<file path="config.mk">
export PLATFORM = sky130hd
export DESIGN_NAME = tdc_ctrl
export DESIGN_NICKNAME = d
export VERILOG_FILES = /design/src/rtl/tdc_pkg.sv /design/src/rtl/tdc_therm2bin.sv /design/src/rtl/tdc_ctrl.sv
export SDC_FILE = /design/constraint.sdc
export NUM_CORES = 1
export LEC_CHECK = 0
export CAP_MARGIN = 20
export CELL_PAD_IN_SITES_DETAIL_PLACEMENT = 0
export CELL_PAD_IN_SITES_GLOBAL_PLACEMENT = 1
export CORE_UTILIZATION = 40
export CTS_BUF_LIST = sky130_fd_sc_hd__clkbuf_8
export DETAILED_ROUTE_END_ITERATION = 10
export PLACE_DENSITY_LB_ADDON = 0.12
export SYNTH_ARGS = -nofsm -noshare
export SYNTH_HDL_FRONTEND = slang
export SYNTH_SLANG_ARGS = --single-unit
</file>
<file path="constraint.sdc">
create_clock -name clk -period 11.9 [get_ports clk]
set_input_delay 3.57 -clock clk [delete_from_list [all_inputs] [get_ports clk]]
set_output_delay 3.57 -clock clk [all_outputs]
set_load 0.02 [all_outputs]
</file>
<file path="src/rtl/tdc_pkg.sv">
// Shared definitions for the TDC controller: FSM state encoding and default sizing.
package tdc_pkg;

    localparam int TDC_N_DEF      = 32;
    localparam int TDC_SETTLE_DEF = 4;

    typedef enum logic [2:0] {
        ST_IDLE    = 3'd0,
        ST_SETTLE  = 3'd1,
        ST_LAUNCH  = 3'd2,
        ST_CAPTURE = 3'd3,
        ST_SYNC    = 3'd4,
        ST_DECODE  = 3'd5,
        ST_HOLD    = 3'd6
    } tdc_state_e;

endpackage

</file>
<file path="src/rtl/tdc_therm2bin.sv">
// Combinational thermometer decoder: popcount of the captured taps plus
// bubble (non-thermometer) and overflow (all taps set) flags.
module tdc_therm2bin
    import tdc_pkg::*;
#(
    parameter int N  = TDC_N_DEF,
    parameter int CW = $clog2(N + 1)
) (
    input  logic [N-1:0]  vec_i,
    output logic [CW-1:0] count_o,
    output logic          bubble_o,
    output logic          ovf_o
);

    logic [CW-1:0] count;
    logic          bubble;
    logic          seen_zero;

    // A bubble is any set tap sitting above a cleared tap nearer the launch point.
    always_comb begin
        count     = '0;
        bubble    = 1'b0;
        seen_zero = 1'b0;
        for (int i = 0; i < N; i++) begin
            count = count + CW'(vec_i[i]);
            if (vec_i[i] && seen_zero) begin
                bubble = 1'b1;
            end
            if (!vec_i[i]) begin
                seen_zero = 1'b1;
            end
        end
    end

    assign count_o  = count;
    assign bubble_o = bubble;
    assign ovf_o    = &vec_i;

endmodule

</file>
<file path="src/rtl/tdc_ctrl.sv">
// TDC measurement controller: settle, launch, capture, decode, hold-until-ready.
// Define TDC_CTRL_SYNC_EN to add a metastability flop stage (SYNC state) after capture.
module tdc_ctrl
    import tdc_pkg::*;
#(
    parameter int N      = TDC_N_DEF,
    parameter int SETTLE = TDC_SETTLE_DEF,
    parameter int CW     = $clog2(N + 1)
) (
    input  logic          clk,
    input  logic          rst_n,
    input  logic          start_i,
    output logic          launch_o,
    input  logic [N-1:0]  dl_in,
    output logic          busy_o,
    output logic          valid_o,
    input  logic          ready_i,
    output logic [CW-1:0] code_o,
    output logic          bubble_o,
    output logic          ovf_o
);

    localparam int SW = $clog2(SETTLE + 1);

    tdc_state_e    state_q, state_d;
    logic [SW-1:0] cnt_q, cnt_d;
    logic          launch_q, launch_d;
    logic          valid_q, valid_d;
    logic [N-1:0]  cap_q, cap_d;
    logic [CW-1:0] code_q, code_d;
    logic          bubble_q, bubble_d;
    logic          ovf_q, ovf_d;
    logic [N-1:0]  dec_src;
    logic [CW-1:0] dec_count;
    logic          dec_bubble;
    logic          dec_ovf;

`ifdef TDC_CTRL_SYNC_EN
    logic [N-1:0]  sync_q, sync_d;
    assign dec_src = sync_q;
`else
    assign dec_src = cap_q;
`endif

    tdc_therm2bin #(
        .N  (N),
        .CW (CW)
    ) u_therm2bin (
        .vec_i    (dec_src),
        .count_o  (dec_count),
        .bubble_o (dec_bubble),
        .ovf_o    (dec_ovf)
    );

    always_comb begin
        state_d  = state_q;
        cnt_d    = cnt_q;
        launch_d = launch_q;
        valid_d  = valid_q;
        cap_d    = cap_q;
        code_d   = code_q;
        bubble_d = bubble_q;
        ovf_d    = ovf_q;
`ifdef TDC_CTRL_SYNC_EN
        sync_d   = sync_q;
`endif
        case (state_q)
            ST_IDLE: begin
                if (start_i) begin
                    state_d = ST_SETTLE;
                    cnt_d   = SW'(SETTLE - 1);
                end
            end
            ST_SETTLE: begin
                launch_d = 1'b0;
                if (cnt_q == '0) begin
                    state_d  = ST_LAUNCH;
                    launch_d = 1'b1;
                end else begin
                    cnt_d = cnt_q - 1'b1;
                end
            end
            ST_LAUNCH: begin
                state_d = ST_CAPTURE;
            end
            ST_CAPTURE: begin
                cap_d = dl_in;
`ifdef TDC_CTRL_SYNC_EN
                state_d = ST_SYNC;
`else
                state_d = ST_DECODE;
`endif
            end
`ifdef TDC_CTRL_SYNC_EN
            ST_SYNC: begin
                sync_d  = cap_q;
                state_d = ST_DECODE;
            end
`endif
            ST_DECODE: begin
                code_d   = dec_count;
                bubble_d = dec_bubble;
                ovf_d    = dec_ovf;
                valid_d  = 1'b1;
                state_d  = ST_HOLD;
            end
            ST_HOLD: begin
                if (ready_i) begin
                    valid_d  = 1'b0;
                    launch_d = 1'b0;
                    state_d  = ST_IDLE;
                end
            end
            default: begin
                state_d  = ST_IDLE;
                launch_d = 1'b0;
                valid_d  = 1'b0;
            end
        endcase
    end

    // Reset also clears the launch line asynchronously, aborting any measurement.
    always_ff @(posedge clk or negedge rst_n) begin
        if (!rst_n) begin
            state_q  <= ST_IDLE;
            cnt_q    <= '0;
            launch_q <= 1'b0;
            valid_q  <= 1'b0;
            cap_q    <= '0;
            code_q   <= '0;
            bubble_q <= 1'b0;
            ovf_q    <= 1'b0;
`ifdef TDC_CTRL_SYNC_EN
            sync_q   <= '0;
`endif
        end else begin
            state_q  <= state_d;
            cnt_q    <= cnt_d;
            launch_q <= launch_d;
            valid_q  <= valid_d;
            cap_q    <= cap_d;
            code_q   <= code_d;
            bubble_q <= bubble_d;
            ovf_q    <= ovf_d;
`ifdef TDC_CTRL_SYNC_EN
            sync_q   <= sync_d;
`endif
        end
    end

    assign launch_o = launch_q;
    assign busy_o   = (state_q != ST_IDLE);
    assign valid_o  = valid_q;
    assign code_o   = code_q;
    assign bubble_o = bubble_q;
    assign ovf_o    = ovf_q;

endmodule

</file>
== After elaboration in Yosys (flattened, before gate mapping) ==
Index checks and enable logic that the tools add are counted.

* Bits in registers: 48
* Bits of input ports: 36
* Logic and storage cells: 166

* Add/sub/neg operators: 32
* Equality and inequality tests: 9
* Mux-type cells: 73
* Bitwise operators: 2
* Reductions and logical operators: 42

{| class="wikitable"
|+ Operators with widths
! kind !! number
|-
| adder 6 x 1 -> 6 bit || 30
|-
| two-way mux 1 bit || 64
|-
| AND reduction 32 bit || 1
|-
| logical AND 1 bit || 31
|-
| one-hot mux 3 bit (6 select lines) || 1
|-
| two-way mux 3 bit || 5
|-
| != test 2 bit (second input constant) || 4
|-
| OR reduction 4 bit || 2
|-
| == test 3 x 2 -> 1 bit (second input constant) || 2
|-
| == test 3 bit (second input constant) || 2
|-
| zero test 3 bit || 2
|-
| one-hot mux 1 bit (3 select lines) || 2
|-
| one-hot mux 3 bit (2 select lines) || 1
|-
| AND reduction 3 bit || 2
|-
| AND reduction 2 bit || 2
|-
| == test 3 x 1 -> 1 bit (second input constant) || 1
|-
| nonzero test 3 bit || 1
|-
| subtractor 3 x 1 -> 3 bit (second input constant) || 1
|-
| adder 1 x 1 -> 2 bit || 1
|-
| inverter 1 bit || 2
|-
| nonzero test 2 bit || 1
|}

== Longest topological paths before layout ==
Gate-level depths: netlist of the first run.

* Depth in word-level cells: 33
* Mapped depth: 16
* Mapped depth without buffers: 16

== By module ==
From an unflattened synthesis of the first run, not the netlist that was laid out.

* Cells, all modules: 251
* Area total of the unflattened synthesis: 3163.0 µm²

{| class="wikitable"
|+ Modules (own cells, without submodules)
! module !! times used !! cells an instance !! area an instance (µm²) !! seq. area each (µm²)
|-
| tdc_ctrl || 1 || 130 || 2077.0 || 1201.2
|-
| tdc_therm2bin || 1 || 121 || 1086.0 || 0.0
|}

== Worst setup path after synthesis of the first run ==
No wires, ideal clock.

* Path type: register to register
* Start point: register cap_q[1]
* End point: register code_q[4] (netlist: code_o[4])
* Library setup time: 136 ps
* Data arrival time: 4953 ps
* Setup slack: 6812 ps
* Stages on the path, launching flop included: 16
* Path buffers: 0
* Clock period less this slack: 5088 ps
* Cell sequence: dfrtp_1 -> ha_1 -> inv_1 -> fa_1 -> fa_1 -> fa_1 -> fa_1 -> fa_1 -> fa_1 -> inv_1 -> fa_1 -> fa_1 -> a21o_1 -> a21oi_1 -> xor2_1 -> o21ai_0

* Longest elaborated chain between the ends: 31

{| class="wikitable"
|+ Ends and longest elaborated chain
! what !! line !! text
|-
| from (decl) || tdc_ctrl.sv:29 || <nowiki>logic [N-1:0] cap_q, cap_d;</nowiki>
|-
| from (signal assigned) || tdc_ctrl.sv:141 || <nowiki>cap_q <= cap_d;</nowiki>
|-
| adder 1 x 1 -> 2 bit || tdc_therm2bin.sv:25 || <nowiki>count = count + CW'(vec_i[i]);</nowiki>
|-
| adder 6 x 1 -> 6 bit (30 in a row) || tdc_therm2bin.sv:25 ||
|-
| to (signal assigned) || tdc_ctrl.sv:142 || <nowiki>code_q <= code_d;</nowiki>
|-
| to (decl) || tdc_ctrl.sv:30 || <nowiki>logic [CW-1:0] code_q, code_d;</nowiki>
|}

Every way passes these cells.
A chain may end at the register's enable or synchronous reset.

== Final worst setup path of the first run ==
* Start point: register state_q[0]
* End point: output port busy_o

* Longest elaborated chain between the ends: 1

{| class="wikitable"
|+ Ends and longest elaborated chain
! what !! line !! text
|-
| from (decl) || tdc_ctrl.sv:25 || <nowiki>tdc_state_e state_q, state_d;</nowiki>
|-
| from (signal assigned) || tdc_ctrl.sv:137 || <nowiki>state_q <= state_d;</nowiki>
|-
| nonzero test 3 bit || tdc_ctrl.sv:152 || <nowiki>assign busy_o = (state_q != ST_IDLE);</nowiki>
|-
| to (decl) || tdc_ctrl.sv:15 || <nowiki>output logic busy_o,</nowiki>
|}

Every way passes these cells.

==> out/summary.txt, run 1 <==
Mean Syn Cell Area -> 11.1 µm²
Clk_lat worst skew -> 0.31 ns
Yosys cell types -> 40
Period minus WS final -> 5.39 ns
Post-synthesis sequential element count -> 48
DPL Wire Length -> 4480 µm
Worst hold path stage count -> 2
Met3 Track Usage GR -> 3.64%
Layout overhead on the synthesized area -> 21.6%
Final setup fails -> 0
Layout Nets -> 390
Initial Utilization -> 41.4%
Via Count -> 2050
DR DRC count -> 0
Core ar. -> 7290 µm²
FP Rows -> 31
Critical Path Start Type -> flop
Status -> complete, no violations
Clk sink count -> 48
Routing usage on met2 -> 25.9%
Initial antenna violation count -> 0
Grt total ovfl -> 0
Final Cell Area -> 3670 µm²
Main combinational cell family by area after synthesis -> adder cells
Final Max Tran Viols -> 0
Gr usage total -> 16.6%
Post-DR wirelength/cell -> 13.8 µm
Port buffer count -> 46
Commonest non-fill, non-tap cell in the layout -> dfrtp_1
Hold-fix buffer count after cts -> 0
Critical path endpoint category -> output port
Clock-pin slew on the worst setup and hold paths -> 0.09 ns
Post-Synth XOR/XNOR Area -> 0.870%
Max Freq -> 186 MHz
Post-synthesis simple-gate area fraction -> 12.2%
Number of enable flip-flop cells after synthesis -> 0
Mapped cell area -> 3020 µm²
Critical path required time -> 8.33 ns
Compound-Gate Fraction of Synth Area -> 6.84%
Final antenna-violating net count -> 0
Vias in the first global route -> 2040
Slew @ Worst Pin -> 0.477 ns
Hold slack -> 0.488 ns
Final Hold Viols -> 0
Clock Skew -> 0.00874 ns
Router iterations before antenna repair -> 4
CTS tree -> done
Max-cap viol count -> 0
Hold_sp -> code_o[2]
Root Buffer -> clkbuf_8
FF-to-FF path depth -> 15
Sequential share of the synthesized area -> 39.8%
Io pins -> 47
RSZ-0062 raised after global routing -> false
Hold Crit Class -> reg -> reg
Final Cycle Share -> 45.3%
GR peak layer -> met2
Setup TNS -> 0 ns
Final non-filler cell total -> 419
Top FF cell, synth -> dfrtp_1
Critical Setup Path Class -> reg -> out
CP max FO -> 12
Mux share of post-synthesis cell area -> 13.4%
Die Wd -> 88.9 µm
Crit Reg-Reg Startpoint -> cap_q[1]
Post-placement cell area -> 3560 µm²
Die Height -> 88.9 µm
Synth Area in Adders -> 20.5%
H-tree levels -> 2
CP arrival -> 1.82 ns
Post-CTS Setup Repair Bufs -> 0
DR iter-0 viols -> 68
Rel. slew slack -> 68.2%
Warning count from the yosys run -> 0
RePlAce Congestion -> 0.765
Resized Gates After CTS -> 0
Worst setup path start -> state_q[0]
Die area -> 7900 µm²
Commonest non-fill, non-tap cells in the layout -> dfrtp_1 (48), clkdlybuf4s50_1 (45), inv_1 (44)
Pin count of the biggest net entering global routing -> 49
Max Buffers Root-to-Sink -> 2
DR vias/cell -> 4.89
Post-synthesis async set-or-reset flop share -> 100%
Share of layout cells above drive strength 1 -> 13.1%
# diodes -> 0
Syn nets -> 343
Dpl cells -> 410
CTS buffer count -> 5
First-pass GRT wire length -> 9730 µm
Wirelength, routed -> 5800 µm
Mapped Cells -> 272
Global Route met1 Usage -> 23.3%
==> worst max-delay path, cell delays in order (launching register included) <==
cell             delay, ns
dfrtp_1               0.56
or3_1                 0.41
clkdlybuf4s50_1       0.54
==> flip-flops by register name (all words and copies together), names as in the netlist <==
signal    cells
cnt_q         3
bubble_o      1
state_q       3
cap_q        32
valid_o       1
code_o        6
ovf_o         1
launch_o      1
==> cell type report <==
type                       instances  area [µm²]
multi-input combinational        175        1620
sequential                        48        1200
timing repair buffer              47         475
tap                               99         124
inverter                          42         158
fill                             715        3620
clock inverter                     2        7.51
clock buffer                       6        82.6
==> cells by family (layout without fill, tap and decap cells) <==
group                      after synthesis  in the layout
xor gates and xnor gates                 3              3
and+or+nand+nor                         67             67
AOI/OAI and AO/OA                       34             34
muxes                                   36             36
adders and majority gates               35             35
buffers and inverters                   49             97
DFF                                     48             48
==> routing by layer <==
metal  part of all wire, %  up-vias
met2                    46       38
li1                      -     1000
met3                   3.5        5
met1                    50     1007
met5                     0        -
met4                   1.2        0
==> final timing paths <==
check / slack, ns / endpoint
min in group asynchronous: 3.17 / cap_q[5]
worst max-delay path: 6.51 / busy_o
worst min-delay path: 0.49 / code_o[2]
worst max register to register: 6.63 / code_o[4]
worst min register to register: 0.49 / code_o[2]
max in group asynchronous: 8.22 / cap_q[16]
==> Yosys cell counts, types with 3 or more instances <==
cell type	n	area share, %
mux2_2	28	10
nand2_1	26	3.2
fa_1	24	16
nand4_1	8	1.7
dfrtp_1	48	40
buf_2	5	0.83
nor2b_1	3	0.62
nand3_1	3	0.50
nor3_1	4	0.66
mux2_1	7	2.6
nor4_1	4	0.83
a21oi_1	8	1.3
inv_1	42	5.2
ha_1	11	4.6
o21ai_0	15	2.5
nor2_1	7	0.87
==> per-stage QoR <==
step | util, % | setup WS (ns)
4_1_cts | 50.1 | 6.50
3_3_place_gp | 48.9 | 6.69
2_1_floorplan | - | 6.81
6_report | 50.4 | 6.51
5_1_grt | 50.4 | 6.42
3_5_place_dp | 48.9 | 6.61
Power of run 1 is left out: the tool's default activity adds up to more than one toggle a clock period on the data nets, which glitch-free logic cannot reach.
==> run 2, diff against run 1 <==
==> constraint.sdc (replaced) <==
create_clock -name clk -period 5.09 [get_ports clk]
set_input_delay 1.527 -clock clk [delete_from_list [all_inputs] [get_ports clk]]
set_output_delay 1.527 -clock clk [all_outputs]
set_load 0.02 [all_outputs]
==> run 2 against run 1 <==
Compared with the run above: clock skew up 0.0046 ns; core utilization grew 1.7 points; via count grew 4.3%; sequential cell count unchanged; count of clock-buffer cells in the layout fell by 1; register-to-register slack worse by 6.5 ns; largest cell class unchanged.
==> out/summary.txt, run 2 (synthesis results as in run 1) <==
Status -> complete, no violations
Period minus WS final -> 4.94 ns
Final Hold Viols -> 0
Initial antenna violation count -> 0
Clock Skew -> 0.0133 ns
Hold_sp -> ovf_o
Commonest non-fill, non-tap cell in the layout -> dfrtp_1
Via Count -> 2139
CTS tree -> done
Clk_lat worst skew -> 0.31 ns
DR DRC count -> 0
Max-cap viol count -> 0
Final setup fails -> 0
Final Max Tran Viols -> 0
Final Cycle Share -> 97.1%
Rel. slew slack -> 60.5%
Worst Hold Path EP -> ovf_o
Io pins -> 47
DR vias/cell -> 4.96
Layout Nets -> 402
Vias in the first global route -> 2156
Layout overhead on the synthesized area -> 25.7%
H-tree levels -> 2
Post-placement cell area -> 3650 µm²
First-pass GRT wire length -> 10300 µm
Clk sink count -> 48
Worst setup path start -> cap_q[0]
Critical Setup Path Class -> reg -> reg
CP max FO -> 2
Post-DR wirelength/cell -> 13.9 µm
Root Buffer -> clkbuf_8
FF-to-FF path depth -> 15
Max Buffers Root-to-Sink -> 2
Setup TNS -> 0 ns
Critical Path Start Type -> flop
# diodes -> 0
Wirelength, routed -> 5980 µm
RR Endpoint -> code_o[4]
Initial Utilization -> 41.4%
Router iterations before antenna repair -> 6
Die Height -> 88.9 µm
DR iter-0 viols -> 72
Max Freq -> 202 MHz
Gr usage total -> 17.5%
RePlAce Congestion -> 0.802
Final antenna-violating net count -> 0
Critical path endpoint category -> flop
Commonest non-fill, non-tap cells in the layout -> dfrtp_1 (48), clkdlybuf4s50_1 (45), inv_1 (42)
CTS buffer count -> 5
Critical path required time -> 5.27 ns
RSZ-0062 raised after global routing -> true
Crit path largest cell delay -> 0.52 ns
Top cell by count, worst path -> fa_1
FP Rows -> 31
Post-CTS Setup Repair Bufs -> 0
Pin count of the biggest net entering global routing -> 49
Grt total ovfl -> 0
Die Wd -> 88.9 µm
Slew @ Worst Pin -> 0.592 ns
R2R setup slack -> 0.15 ns
Die area -> 7900 µm²
Max reg flops -> 32
Share of layout cells above drive strength 1 -> 17.8%
Worst hold path stage count -> 2
Top reg by flops -> cap_q
Core ar. -> 7290 µm²
Crit Reg-Reg Startpoint -> cap_q[0]
Delay-heaviest family, CP -> adder cells
CP arrival -> 5.13 ns
Slowest library cell on the worst path -> fa_1
Final Cell Area -> 3800 µm²
Clock-pin slew on the worst setup and hold paths -> 0.08 ns
Worst-path cell chain -> ha_1 -> inv_1 -> fa_1 -> fa_1 -> fa_1 -> fa_1 -> fa_1 -> fa_1 -> inv_1 -> fa_2 -> fa_2 -> a21o_1 -> a21oi_2 -> xor2_1 -> o21ai_1
Port buffer count -> 46
Hold Crit Class -> reg -> reg
DPL Wire Length -> 4680 µm
CP Buf/Inv Count -> 2
run 2: layout make-up:
class                           count  area [µm²]
Clock buffer                        5        68.8
Tap cell                           99         124
Inverter                           42         158
Multi-Input combinational cell    175        1630
Fill cell                         727        3500
Sequential cell                    48        1200
Timing Repair Buffer               59         573
Clock inverter                      3        38.8
run 2: worst max path at each step:
stage                      endpoint  depth (start not counted)
after floorplan           code_o[4]                         15
after global placement    code_o[4]                         15
after detailed placement  code_o[4]                         15
after CTS                 code_o[4]                         15
after global routing      code_o[4]                         16
final                     code_o[4]                         15
run 2: per-layer routing:
layer / global-route usage [%] / share of wire (%) / vias to the layer above
li1: - / - / 1030
met1: 23.6 / 48 / 1061
met2: 28.9 / 47 / 40
met3: 3.73 / 4.3 / 8
met4: 4.40 / 0.99 / 0
met5: 0 / 0 / -
run 2: timing repair:
action                                  in CTS  in global routing
endpoints found under the setup margin       1                  1
gates resized for setup                      1                  4
hold buffers                                 0                  0
pin swaps                                    3                  2
hold endpoints to repair                     0                  0
run 2: per-stage QoR:
step / setup WS (ns) / hold WS, ns / util [%] / cells
floorplan: 0.00161 / 0.471 / - / 272
global placement: -0.0705 / 0.458 / 50.1 / 422
detailed placement: -0.103 / 0.471 / 50.1 / 422
CTS: 0.0194 / 0.490 / 51.6 / 430
global route: -0.0753 / 0.519 / 52.1 / 431
finish: 0.145 / 0.480 / 52.1 / 431
run 2: worst reg2reg max path: stages, from the launching register on:
cell and delay [ns]:
dfrtp_1 0.39, ha_1 0.30, inv_1 0.07, fa_1 0.42, fa_1 0.52, fa_1 0.43
fa_1 0.51, fa_1 0.43, fa_1 0.49, inv_1 0.05, fa_2 0.34, fa_2 0.34
a21o_1 0.19, a21oi_2 0.14, xor2_1 0.15, o21ai_1 0.07
Power of run 2 is left out for the same reason.
==> run 3, diff against run 2 <==
--- a/config.mk
+++ b/config.mk
@@ -15,3 +15,4 @@
 export SYNTH_ARGS = -nofsm -noshare
 export SYNTH_HDL_FRONTEND = slang
 export SYNTH_SLANG_ARGS = --single-unit
+export TNS_END_PERCENT = 10
==> results of run 3 <==
Final layout, timing and power as in run 2 (identical DEF).
Power of run 3 is left out for the same reason.
